===== config.mk =====
export PLATFORM = sky130hd
export DESIGN_NAME = mul_result_pack
export DESIGN_NICKNAME = d
export VERILOG_FILES = /design/src/rtl/mul_result_pack.sv
export SDC_FILE = /design/constraint.sdc
export NUM_CORES = 1
export LEC_CHECK = 0
export CORE_MARGIN = 2
export CORE_UTILIZATION = 50
export DETAILED_ROUTE_END_ITERATION = 8
export MAX_ROUTING_LAYER = met4
export PLACE_DENSITY = 0.73
export SLEW_MARGIN = 5
export SYNTH_ARGS = -nofsm -noshare
export SYNTH_HDL_FRONTEND = slang
export SYNTH_SLANG_ARGS = --single-unit

===== constraint.sdc =====
create_clock -name CLK -period 2.8 [get_ports CLK]
set_input_delay 0.56 -clock CLK [delete_from_list [all_inputs] [get_ports CLK]]
set_output_delay 0.56 -clock CLK [all_outputs]
set_load 0.02 [all_outputs]

===== src/rtl/mul_result_pack.sv =====
// Packs the multiplier's final fields into an IEEE-754 single result plus flags,
// registers it in one stage and queues it in a first-word-fall-through FIFO.
module mul_result_pack #(
  parameter int unsigned DEPTH = 4
) (
  input  logic                     CLK,
  input  logic                     RST,
  input  logic                     in_valid,
  input  logic [7:0]               Ez,
  input  logic                     underflow_case,
  input  logic                     overflow_case,
  input  logic [22:0]              mant,
  input  logic                     sign,
  input  logic                     nan_case,
  input  logic                     inf_case,
  input  logic                     zero_case,
  input  logic                     invalid_case,
  input  logic                     inexact,
  input  logic                     out_ready,
  input  logic                     flag_clr,
  output logic                     out_valid,
  output logic [31:0]              out_result,
  output logic [3:0]               out_flags,
  output logic [4:0]               status,
  output logic [$clog2(DEPTH):0]   count
);

  localparam int unsigned AW = $clog2(DEPTH);
  localparam int unsigned CW = AW + 1;

  // flags are {invalid, overflow, underflow, inexact}
  typedef struct packed {
    logic [31:0] result;
    logic [3:0]  flags;
  } entry_t;

  entry_t          comp_c;
  entry_t          stage;
  entry_t          hold;
  entry_t          head_c;
  entry_t          mem [DEPTH];
  logic            stage_valid;
  logic [AW-1:0]   wr_ptr;
  logic [AW-1:0]   rd_ptr;
  logic            pop_c;
  logic            full_c;
  logic            wr_c;
  logic            drop_c;
  logic [CW-1:0]   count_nxt_c;
  logic [4:0]      set_c;

  // Special operand classes dominate exponent range exceptions.
  always_comb begin
    comp_c = '0;
    if (nan_case) begin
      comp_c.result = 32'h7FC0_0000;
      comp_c.flags  = {invalid_case, 3'b000};
    end else if (inf_case) begin
      comp_c.result = {sign, 8'hFF, 23'h0};
      comp_c.flags  = {invalid_case, 3'b000};
    end else if (zero_case) begin
      comp_c.result = {sign, 31'h0};
      comp_c.flags  = 4'b0000;
    end else if (overflow_case) begin
      comp_c.result = {sign, 8'hFF, 23'h0};
      comp_c.flags  = 4'b0101;
    end else if (underflow_case || (Ez == 8'h00)) begin
      comp_c.result = {sign, 31'h0};
      comp_c.flags  = 4'b0011;
    end else begin
      comp_c.result = {sign, Ez, mant};
      comp_c.flags  = {3'b000, inexact};
    end
  end

  always_ff @(posedge CLK or negedge RST) begin
    if (!RST) begin
      stage_valid <= 1'b0;
      stage       <= '0;
    end else begin
      stage_valid <= in_valid;
      if (in_valid) stage <= comp_c;
    end
  end

  // A full FIFO still accepts the stage entry when the head leaves the same cycle.
  always_comb begin
    pop_c       = out_valid & out_ready;
    full_c      = (count == CW'(DEPTH));
    wr_c        = stage_valid & (~full_c | pop_c);
    drop_c      = stage_valid & full_c & ~pop_c;
    count_nxt_c = count + CW'(wr_c) - CW'(pop_c);
    set_c       = {drop_c, wr_c ? stage.flags : 4'b0000};
  end

  always_ff @(posedge CLK) begin
    if (wr_c) mem[wr_ptr] <= stage;
  end

  always_ff @(posedge CLK or negedge RST) begin
    if (!RST) begin
      wr_ptr    <= '0;
      rd_ptr    <= '0;
      count     <= '0;
      out_valid <= 1'b0;
      status    <= '0;
      hold      <= '0;
    end else begin
      if (wr_c)  wr_ptr <= wr_ptr + AW'(1);
      if (pop_c) rd_ptr <= rd_ptr + AW'(1);
      count     <= count_nxt_c;
      out_valid <= (count_nxt_c != '0);
      status    <= (flag_clr ? 5'b00000 : status) | set_c;
      if (out_valid) hold <= mem[rd_ptr];
    end
  end

  // Head falls through from storage; the last shown head is held while empty.
  assign head_c     = out_valid ? mem[rd_ptr] : hold;
  assign out_result = head_c.result;
  assign out_flags  = head_c.flags;

endmodule


Yosys cells after proc, flatten, opt, wreduce, memory -nomap -nowiden
Memory sizes are Yosys's and may differ from the RTL's.
Cells that the tools add are included.
{"block": "totals", "ramBits": 144, "memories": 1, "in_bits": 44, "reg_bits": 86}
{"name": "mem", "depth": 4, "word_bits": 36, "rd": 1, "rd_ports_with_merged_regs": 0, "write_ports": 1, "line_no": "41", "text": "entry_t mem [DEPTH];"}
{"block": "classes", "addsub": 4, "bitwise": 8, "reduce_logical": 3, "mux": 10, "eq_ne": 1}
{"cell": "$mux 35", "count": 4}
{"cell": "$mux 36", "count": 2}
{"cell": "$logic_not 8->1", "count": 1}
{"cell": "$mux 5", "count": 1}
{"cell": "$or 5x5->5", "count": 1}
{"cell": "$add 2x1->2 const B", "count": 2}
{"cell": "$and 1x1->1", "count": 4}
{"cell": "$mux 4", "count": 1}
{"cell": "$add 3x1->3", "count": 1}
{"cell": "$eq 3x3->1 const B", "count": 1}
{"cell": "$reduce_bool 3->1", "count": 1}
{"cell": "$sub 3x1->3", "count": 1}
{"cell": "$mux 1", "count": 2}
{"cell": "$not 1->1", "count": 2}
{"cell": "$logic_or 1x1->1", "count": 1}
{"cell": "$or 1x1->1", "count": 1}

Longest topological paths before layout
Gate-level depths: netlist of run 1.
{"block": "logic_depth", "word_depth": 7, "ltp_mapped": 12, "depth_no_buf": 10}

Worst setup path after synthesis of run 1
No wires, ideal clock.
{"block": "synth_path", "kind": "flip-flop to flip-flop", "from": "reg out_valid", "to": "reg out_valid", "synth_period_minus_slack_ps": 2923, "path_buffers": 2, "stages_incl_launch_ff": 13, "slack_ps": -123, "required_ps": 2669, "setup_time_ps": 131, "t_arrival_ps": 2791, "path_cell_list": "dfrtp_1 -> buf_2 -> nand2_1 -> a21boi_0 -> clkbuf_1 -> inv_1 -> ha_1 -> inv_1 -> ha_1 -> fa_1 -> xnor2_1 -> xnor2_1 -> or3_1"}
{"block": "synth_between", "elab_chain_cells": 6}
{"item": "from (decl)", "line_no": "21", "text": "output logic out_valid,"}
{"item": "from (signal assigned)", "line_no": "112", "text": "out_valid <= (count_nxt_c != '0);"}
{"item": "$and 1x1->1 (*)", "line_no": "88", "text": "pop_c = out_valid & out_ready;"}
{"item": "$or 1x1->1", "line_no": "90", "text": "wr_c = stage_valid & (~full_c | pop_c);"}
{"item": "$and 1x1->1", "line_no": "90"}
{"item": "$add 3x1->3", "line_no": "92", "text": "count_nxt_c = count + CW'(wr_c) - CW'(pop_c);"}
{"item": "$sub 3x1->3 (*)", "line_no": "92"}
{"item": "net count_nxt_c[2]", "line_no": "49", "text": "logic [CW-1:0] count_nxt_c;"}
{"item": "$reduce_bool 3->1 (*)", "line_no": "112"}
Mark *: on every way through the listed nets, which the timed path passes. The rest lies on a longest branch.
A chain may end at the register's enable or synchronous reset.

Worst setup path after layout of run 1
{"block": "layout_path", "from": "reg rd_ptr[0]", "to": "out out_flags[3]"}
{"block": "layout_between", "elab_chain_cells": 2}
{"item": "from (decl)", "line_no": "44", "text": "logic [AW-1:0] rd_ptr;"}
{"item": "from (signal assigned)", "line_no": "110", "text": "if (pop_c) rd_ptr <= rd_ptr + AW'(1);"}
{"item": "$mem_v2 4x36"}
{"item": "$mux 36"}
{"item": "to (decl)", "line_no": "23", "text": "output logic [3:0] out_flags,"}
No other way between the ends.

==> results of run 1 <==
==> cells by family after synthesis <==
logic type | Yosys count | synth area share [%]
adders and majority gates | 7 | 1.101
xor gates and xnor gates | 5 | 0.5069
and+or+nand+nor | 38 | 2.433
AOI/OAI and AO/OA | 52 | 4.939
muxes | 74 | 14.32
DFF | 230 | 74.96
buffers and inverters | 32 | 1.738
==> worst register-to-register path, stage by stage (launching register included) <==
cell	delay, ns
dfrtp_1	0.42
nor3b_1	0.18
a21boi_0	0.26
inv_1	0.08
ha_1	0.28
inv_1	0.04
ha_1	0.19
fa_1	0.41
xnor2_1	0.15
xnor2_1	0.14
or3_1	0.30
==> routing by layer <==
metal / vias up / global-route usage (%) / share of wire (%)
met5: - / - / 0
met4: 0 / 4.456 / 1.7
met3: 28 / 2.507 / 5.8
met2: 136 / 32.60 / 50
met1: 2259 / 25.67 / 42
li1: 1962 / - / -
==> timing repair <==
action                     CTS  global route
resized for setup          145            20
setup endpoints to repair   36             8
hold endpoints to repair     0             0
buffers inserted             3             0
cloned                       1             2
==> flip-flops by register name, indices dropped and copies added (netlist names) <==
name and cells:
wr_ptr 2, hold 36, rd_ptr 2, mem 144, status 5, stage 36, stage_valid 1, out_valid 1
count 3
==> how the worst max path moves through the flow <==
stage	start	cells past startpoint	slack [ns]	endpoint
5_1_grt	rd_ptr[0]	5	-0.02	out_flags[3]
2_1_floorplan	out_valid	12	0.008	out_valid
3_3_place_gp	out_ready	11	-0.15	out_valid
3_5_place_dp	out_ready	11	-0.24	out_valid
6_report	rd_ptr[0]	5	0.04	out_flags[3]
4_1_cts	rd_ptr[0]	5	0.02	out_result[31]
==> cell type report <==
cell class / count / area share [%]
Clock buffer: 32 / 6.319
Clock inverter: 12 / 1.194
Inverter: 11 / 0.3826
Multi-Input combinational cell: 176 / 19.05
Sequential cell: 230 / 60.05
Tap cell: 225 / 2.609
Timing Repair Buffer: 115 / 10.40
==> synth_stat cells (3+ instances only) <==
library cell / count / area (um2)
buf_2: 6 / 30.03
clkbuf_1: 9 / 33.78
ha_1: 6 / 75.07
buf_1: 3 / 11.26
a22o_1: 27 / 236.5
edfxtp_1: 144 / 4324
dfrtp_1: 86 / 2152
buf_6: 3 / 33.78
nor2_1: 12 / 45.04
xnor2_1: 5 / 43.79
and2_1: 4 / 25.02
mux2_2: 37 / 416.7
mux4_2: 36 / 810.8
inv_1: 11 / 41.29
nor2b_1: 10 / 62.56
o21bai_1: 8 / 60.06
a21oi_1: 8 / 40.04
==> per-stage QoR <==
step / worst slack, ns / hold WS (ns)
after floorplan: 0.008197 / 0.2644
after CTS: 0.02034 / 0.1375
after detailed placement: -0.2388 / 0.4857
final: 0.03878 / 0.1079
after global placement: -0.1515 / 0.4810
after global routing: -0.01571 / 0.1534
==> power groups by stage <==
stage | sequential, mW | combinational, mW | clock [mW]
2_1_floorplan | 4.55 | 2.04 | 0
5_1_grt | 4.60 | 3.74 | 3.37
3_3_place_gp | 4.56 | 3.47 | 0
3_5_place_dp | 4.61 | 3.50 | 0
4_1_cts | 4.54 | 3.35 | 3.24
6_report | 4.54 | 3.50 | 3.18
==> results.txt, run 1 <==
Status: finished, final reports clean
Largest net degree at the start of global routing: 54
Switching Power: 3.270 mW
CP startpoint kind: register
Vias in the first global route: 4808
CP peak stage delay: 0.50 ns
Comb power frac: 31.2%
Ys async rst share: 37.39%
LEAKAGE: 4.234 nW
Unique masters post-synth: 36
Layout cell share with drive strength beyond 1: 32.12%
Skew-Pair Late Insertion Delay: 0.50 ns
Dominant synthesized flop cell: edfxtp_1
FF-to-FF End: out_valid
Worst Path Required: 2.24 ns
IO Port Bufs: 88
Max Cap Viol: 0
Clk buf depth: 3
Initial Utilization: 50.48%
Commonest non-fill, non-tap cells in the layout: edfxtp_1, dfrtp_1, clkdlybuf4s50_1
Top cell by count, worst path: buf_12
Ratio of total power to cell area: 1039 nW/um2
DP HPWL: 9384 um
Drt initial violations: 274
Via count: 4385
Drt pass-1 iters: 4
Number of CTS-inserted buffers: 24
Grt ovf: 0
Fillers: 1211
Post-placement cell area: 9970 um2
Worst clock skew: 0.008273 ns
Root Driver: clkbuf_16
R2R depth: 10
Slowest cell on crit path: mux4_2
Max_slew headroom: 51.88%
Post-Syn Area: 8640 um2
FF+latch area: 6480 um2
Worst EP arrival: 2.20 ns
Die Ht: 135.5 um
RSZ-0062 raised after global routing: true
VDD IR-drop max: 0.8622 mV
First-pass GRT wire length: 26070 um
Post-synth EDFFs: 144
I/O pins: 89
Via/cell ratio: 5.474
Area growth syn-to-layout: 24.91%
Overall Power: 11.21 mW
Clock Sinks: 230
Cell count after synthesis: 438
Hold Buf Count CTS: 0
Hold crit path type: in -> async
Nets: 609
Minimum clock period: 2.761 ns
Synthesized flop and latch total: 230
# rows: 48
Die ar.: 18350 um2
Post-DRT Antenna Nets: 0
Layout Cells excl Fill: 801
Crit path capture type: primary output
# diodes: 0
Least-Margin Pin Slew: 0.7218 ns
Fin crit share: 98.62%
Crit path buf inv count: 3
Final hold violation count: 0
Max Slew Vio Count: 0
Worst-path clk slew: 0.06 ns
Crit-path leading delay family: multiplexers
Post-layout util: 63.05%
Count of warnings emitted by yosys: 0
Placer Congestion: 0.8154
Setup TNS: 0 ns
CTS H-tree depth: 1
Wire per inst: 20.65 um
Initial antenna violation count: 0
Final Cell Area: 10790 um2
CP cell instances: buf_12 > buf_12 > mux4_2 > mux2_2 > buf_2
Flop pwr share: 40.5%
Sw Ratio: 29.16%
Reg2Reg Setup Slack: 0.25 ns
Clk pwr share: 28.3%
Crit Path Category: reg -> out
Int Pwr: 7.943 mW
DR DRC count: 0
Fmax: 362.2 MHz
Core ar.: 17120 um2
Most common cell after layout, fill and taps aside: edfxtp_1
Worst-path maximum fanout: 8
Average size of a mapped cell: 19.72 um2
Sequential share of the synthesized area: 74.96%
Area of the multi-input gates: 2056 um2
Total track usage: 19.35%
RR Startpoint: count[2]
CTS tree: done
Syn nets: 489
Dpl cells: 751
DIE WIDTH: 135.5 um
Drt total wl: 16540 um
Setup Viol. Count Final: 0
(Power assumes the default switching activity.)
==> inputs of run 2 (changes only) <==
Settings changed: CTS_BUF_LIST set to sky130_fd_sc_hd__clkbuf_2.
==> run 2 against run 1 <==
The run now ends with negative setup slack left. First-iteration DRC count shrank 6.9%. Final area grew 0.27%. Clock power shrank 35%. Die area is the same. Worst hold slack gained 0.21 ns. Clock-buffer cell count grew 50. Maximum frequency shrank 8.2%. Flip-flop and latch count is the same. Routed wire length grew 0.31%. Critical path type unchanged.
==> results.txt, run 2 (same netlist as run 1, synthesis figures left out) <==
Status: complete, but fails checks
Failing checks: negative setup slack
IO Port Bufs: 88 (unchanged)
Setup TNS: -6.603 ns (-6.603 ns)
Clk pwr share: 19.4% (-8.9 points)
CP startpoint kind: register
Minimum clock period: 3.009 ns (+0.2478 ns)
Dpl cells: 751 (unchanged)
Die ar.: 18350 um2 (unchanged)
Core ar.: 17120 um2 (unchanged)
Placer Congestion: 0.8154 (unchanged)
Fmax: 332.3 MHz (-8.2%)
Most flops, register: mem
Worst clock skew: 0.03679 ns (+0.02852 ns)
Vias in the first global route: 4993 (+3.8%)
Worst-path maximum fanout: 5 (-3)
Drt pass-1 iters: 4 (unchanged)
Switching Power: 3.379 mW (+3.3%)
I/O pins: 89 (unchanged)
Via count: 4601 (+4.9%)
CTS tree: done
Layout Cells excl Fill: 868 (+8.4%)
Flop pwr share: 42.2% (+1.7 points)
Overall Power: 10.72 mW (-4.4%)
Drt initial violations: 255 (-6.9%)
Via/cell ratio: 5.301 (-3.2%)
Clock Sinks: 230 (unchanged)
Crit path capture type: primary output
Worst EP arrival: 2.45 ns (+0.25 ns)
Setup Viol. Count Final: 36 (+36)
Max_slew headroom: 52.12% (+0.24 points)
Layout cell share with drive strength beyond 1: 37.95% (+5.8 points)
Largest net degree at the start of global routing: 54 (unchanged)
Total track usage: 19.54% (+0.19 points)
Post-DRT Antenna Nets: 0 (unchanged)
Place WS: -0.2388 ns (unchanged)
# rows: 48 (unchanged)
Fin worst setup slack: -0.2090 ns (-0.2478 ns)
Initial Utilization: 50.48% (unchanged)
Largest registers: mem x144, hold x36, stage x36
Die Ht: 135.5 um (unchanged)
Most common cell after layout, fill and taps aside: edfxtp_1
Hold crit path type: in -> async
Grt ovf: 0 (unchanged)
Sw Ratio: 31.52% (+2.4 points)
Worst-path clk slew: 0.10 ns (+0.04 ns)
DIE WIDTH: 135.5 um (unchanged)
Initial antenna violation count: 0 (unchanged)
Comb power frac: 38.4% (+7.2 points)
DP HPWL: 9384 um (unchanged)
Max Slew Vio Count: 0 (unchanged)
First-pass GRT wire length: 25920 um (-0.56%)
Skew-Pair Late Insertion Delay: 0.82 ns (+0.32 ns)
Max Cap Viol: 0 (unchanged)
Clk buf depth: 3 (unchanged)
Area growth syn-to-layout: 25.24%
Nets: 647 (+6.2%)
# diodes: 0 (unchanged)
Drt total wl: 16590 um (+0.31%)
Worst Path Required: 2.24 ns (about the same)
Commonest non-fill, non-tap cells in the layout: edfxtp_1, dfrtp_1, clkbuf_2
Final hold violation count: 0 (unchanged)
VDD IR-drop max: 0.7262 mV (-16%)
Fin crit share: 107.5% (+8.9 points)
Root Driver: clkbuf_2
Number of CTS-inserted buffers: 55 (+130%)
Wire per inst: 19.11 um (-7.4%)
DR DRC count: 0 (unchanged)
Hold Slack: 0.3190 ns (+0.2111 ns)
Crit Path Category: reg -> out
LEAKAGE: 4.441 nW (+4.9%)
Max reg flops: 144 (unchanged)
CTS H-tree depth: 2 (+1)
Ratio of total power to cell area: 990.7 nW/um2 (-4.6%)
Int Pwr: 7.342 mW (-7.6%)
Least-Margin Pin Slew: 0.7182 ns (-0.003647 ns)
RSZ-0062 raised after global routing: true
==> run 2: cell types whose count changed in the layout (fill, tap and decap cells not counted), moves of 3 or more <==
cell	previous run	this run
buf_2	29	0
buf_4	18	21
buf_6	3	36
clkbuf_1	4	0
clkbuf_16	27	2
clkbuf_2	0	82
clkbuf_8	3	0
clkinv_1	2	13
clkinv_2	2	6
mux2_2	27	1
mux2_4	10	36
==> run 2: power groups by stage <==
stage / combinational [mW] / sequential (mW) / clock [mW]
2_1_floorplan: 2.04 / 4.55 / 0
3_3_place_gp: 3.47 / 4.56 / 0
6_report: 4.12 / 4.52 / 2.08
5_1_grt: 4.37 / 4.59 / 2.31
4_1_cts: 3.74 / 4.53 / 2.15
3_5_place_dp: 3.50 / 4.61 / 0
==> run 2: final cells by class <==
class / instances / area (um2)
tap: 225 / 281.5
sequential: 230 / 6480
timing repair buffer: 122 / 1356
clock buffer: 82 / 410.4
fill: 1229 / 6296
clock inverter: 22 / 97.59
inverter: 11 / 41.29
multi-input combinational: 176 / 2153
==> run 2: what timing repair did <==
| item | 4_1_cts | 5_1_grt |
|---|---|---|
| hold endpoints to repair | 50 | 0 |
| hold buffers | 1 | 0 |
| resized for setup | 204 | 50 |
| buffers inserted | 4 | 6 |
| gates cloned | 1 | 2 |
| endpoints found under the setup margin | 36 | 37 |
==> run 2: worst max-delay path, stage by stage, from the launching register on <==
cell and delay (ns):
dfrtp_2 0.42, buf_12 0.15, clkbuf_16 0.16, mux4_2 0.48, mux2_4 0.30, buf_6 0.14
==> run 2: final timing paths <==
kind                             endpoint  cells past startpoint  slack, ns      start
setup / recovery           out_result[22]                      5      -0.21  rd_ptr[0]
hold / removal                  stage[29]                      2       0.32        RST
setup reg to reg                out_valid                     10       0.25   count[2]
hold reg to reg                  hold[32]                      1       0.51   hold[32]
max in group asynchronous        hold[21]                      3       1.77        RST
min in group CLK                stage[26]                      3       0.32   mant[22]
==> run 2: stage by stage <==
step                      util [%]  instance area, um2
after detailed placement     58.25                9970
after floorplan                  -                8643
after global placement       58.25                9970
after CTS                    61.86               10590
final                        63.22               10820
after global routing         63.22               10820
==> run 2: layer usage <==
layer | share of wire [%] | track usage, %
met1 | 42 | 24.68
met5 | 0 | -
met2 | 51 | 31.73
met4 | 1.9 | 7.176
met3 | 5.5 | 4.115
==> inputs of run 3 (changes only) <==
Settings changed: CORE_UTILIZATION 50 to 53, PLACE_DENSITY 0.73 to 0.77, RECOVER_POWER set to 50.
==> run 3 against run 2 <==
The flow still finishes with violations (negative setup slack). Clock power is 3% lower. Sequential power rose by 2%. Cell count down 1.4%. Maximum frequency increased by 0.80%. Combinational power shrank 4%. First-iteration DRC count is 12% higher. Core utilization increased by 4.0 points. Sequential share of layout area grew 0.82 points. Via count up 0.37%. Clock-buffer cell count decreased by 1. Largest cell class unchanged. Highest routed layer unchanged.
==> results.txt, run 3 (same netlist as run 1, synthesis figures left out) <==
GR peak layer: met2
Layout Cells excl Fill: 856 (-1.4%)
Routing usage on met2: 34.87% (+3.1 points)
DR DRC count: 0 (unchanged)
Clk buf depth: 3 (unchanged)
Die ar.: 17340 um2 (-5.5%)
Slowest cell on crit path: mux4_2
Hold Slack: 0.3434 ns (+0.02439 ns)
Largest registers: mem x144, hold x36, stage x36
IO Port Bufs: 88 (unchanged)
Drt total wl: 17150 um (+3.4%)
Worst-path clk slew: 0.10 ns (about the same)
Nets: 647 (unchanged)
Initial Utilization: 54.39% (+3.9 points)
Fmax: 335.0 MHz (+0.80%)
CP cell instances: buf_6 > buf_12 > mux4_2 > mux2_4 > buf_6
Post-placement cell area: 9923 um2 (-0.46%)
Failing checks: negative setup slack
Dpl cells: 744 (-0.93%)
Least-Margin Pin Slew: 1.285 ns (+0.5668 ns)
Hold crit path type: in -> reg
DP HPWL: 10180 um (+8.5%)
Most common cell after layout, fill and taps aside: edfxtp_1
Number of CTS-inserted buffers: 54 (-1.8%)
CTS H-tree depth: 2 (unchanged)
Commonest non-fill, non-tap cells in the layout: edfxtp_1, clkbuf_2, dfrtp_1
Met1 Use GR: 26.72% (+2.0 points)
CP peak stage delay: 0.52 ns (+0.04 ns)
Core ar.: 15890 um2 (-7.2%)
Top cell by count, worst path: buf_6
Drt pass-1 iters: 5 (+1)
Initial antenna violation count: 0 (unchanged)
Overall Power: 10.56 mW (-1.5%)
Most flops, register: mem
Skew-Pair Late Insertion Delay: 0.80 ns (-0.02 ns)
Clock Sinks: 230 (unchanged)
Met3 Usage GRT: 4.977% (+0.86 points)
Area growth syn-to-layout: 23.55%
Crit Path Category: reg -> out
Crit path buf inv count: 3 (unchanged)
Total track usage: 21.45% (+1.9 points)
Worst EP arrival: 2.43 ns (-0.02 ns)
Root Driver: clkbuf_2
# rows: 46 (-4.2%)
Via count: 4618 (+0.37%)
Max_slew headroom: 14.34% (-38 points)
CTS tree: done
Placer Congestion: 0.7751 (-4.9%)
Worst clock skew: 0.04991 ns (+0.01312 ns)
Final Cell Area: 10670 um2 (-1.4%)
Grt ovf: 0 (unchanged)
Wire per inst: 20.04 um (+4.9%)
Vias in the first global route: 5219 (+4.5%)
Drt initial violations: 286 (+12%)
Die Ht: 131.7 um (-2.8%)
Setup Viol. Count Final: 36 (unchanged)
VDD IR-drop max: 0.4860 mV (-33%)
Via/cell ratio: 5.395 (+1.8%)
Max reg flops: 144 (unchanged)
Ratio of total power to cell area: 989.5 nW/um2 (-0.13%)
DIE WIDTH: 131.7 um (-2.8%)
Crit-path leading delay family: multiplexers
LEAKAGE: 4.391 nW (-1.1%)
Post-DRT Antenna Nets: 0 (unchanged)
Layout cell share with drive strength beyond 1: 37.19% (-0.76 points)
CP startpoint kind: register
Worst Path Required: 2.24 ns (about the same)
Status: complete, but fails checks
RSZ-0062 raised after global routing: true
Minimum clock period: 2.985 ns (-0.02379 ns)
Fin crit share: 106.6% (-0.85 points)
Max Cap Viol: 0 (unchanged)
I/O pins: 89 (unchanged)
Worst-path maximum fanout: 6 (+1)
Fin worst setup slack: -0.1853 ns (+0.02379 ns)
# diodes: 0 (unchanged)
Crit path capture type: primary output
First-pass GRT wire length: 27590 um (+6.4%)
Place WS: -0.2469 ns (-0.008139 ns)
Final hold violation count: 0 (unchanged)
Max Slew Vio Count: 0 (unchanged)
Largest net degree at the start of global routing: 49 (-9.3%)
-- run 3: cell count changes in the layout (fill, tap and decap cells not counted), sizes merged --
cell          delta
clkinvlp         -2
clkinv           -1
dlygate4sd3      +1
dlymetal6s2s     -1
-- run 3: area by class of cell --
cell class / instances / area [um2]
Clock inverter: 19 / 75.07
Multi-Input combinational cell: 176 / 2153
Timing Repair Buffer: 123 / 1249
Sequential cell: 230 / 6480
Inverter: 11 / 41.29
Tap cell: 216 / 270.3
Fill cell: 1101 / 5211
Clock buffer: 81 / 405.4
-- run 3: metal layers --
| metal | vias to the layer above | wire length, um |
|---|---|---|
| met5 | - | 0 |
| met1 | 2336 | 7030 |
| li1 | 2065 | - |
| met4 | 0 | 362 |
| met2 | 177 | 8660 |
| met3 | 40 | 1100 |
-- run 3: worst paths after layout --
check / startpoint / end / slack [ns] / cells after the start
max in group asynchronous: RST / stage[4] / 0.46 / 3
setup / recovery: rd_ptr[0] / out_flags[3] / -0.19 / 5
min in group asynchronous: RST / stage[17] / 0.59 / 2
hold / removal: mant[22] / stage[26] / 0.34 / 3
setup reg to reg: count[2] / out_valid / 0.28 / 10
hold reg to reg: stage[35] / mem[1][35] / 0.49 / 0
-- run 3: tightest hold or removal path: cells and delay by family --
family / cells / cell delay [ns]
compound gates: 1 / 0.07
simple gates: 1 / 0.07
buf+inv: 1 / 0.41
-- run 3: metrics by stage --
step / utilization [%] / setup TNS (ns)
2_1_floorplan: - / 0
3_3_place_gp: 62.47 / -0.1881
3_5_place_dp: 62.47 / -0.2469
4_1_cts: 67.80 / -8.595
5_1_grt: 67.19 / -9.739
6_report: 67.19 / -4.300
-- run 3: timing repair --
item / CTS / global route
hold buffers: 1 / 0
setup endpoints to repair: 36 / 36
resized for setup: 262 / 0
endpoints found under the hold margin: 47 / 0
setup buffers: 12 / 0
gates cloned: 2 / 0
-- run 3: power by group --
part / total (mW) / switching, mW / internal (mW)
combinational: 3.96 / 1.84 / 2.13
clock: 2.01 / 1.24 / 0.775
sequential: 4.59 / 0.276 / 4.31
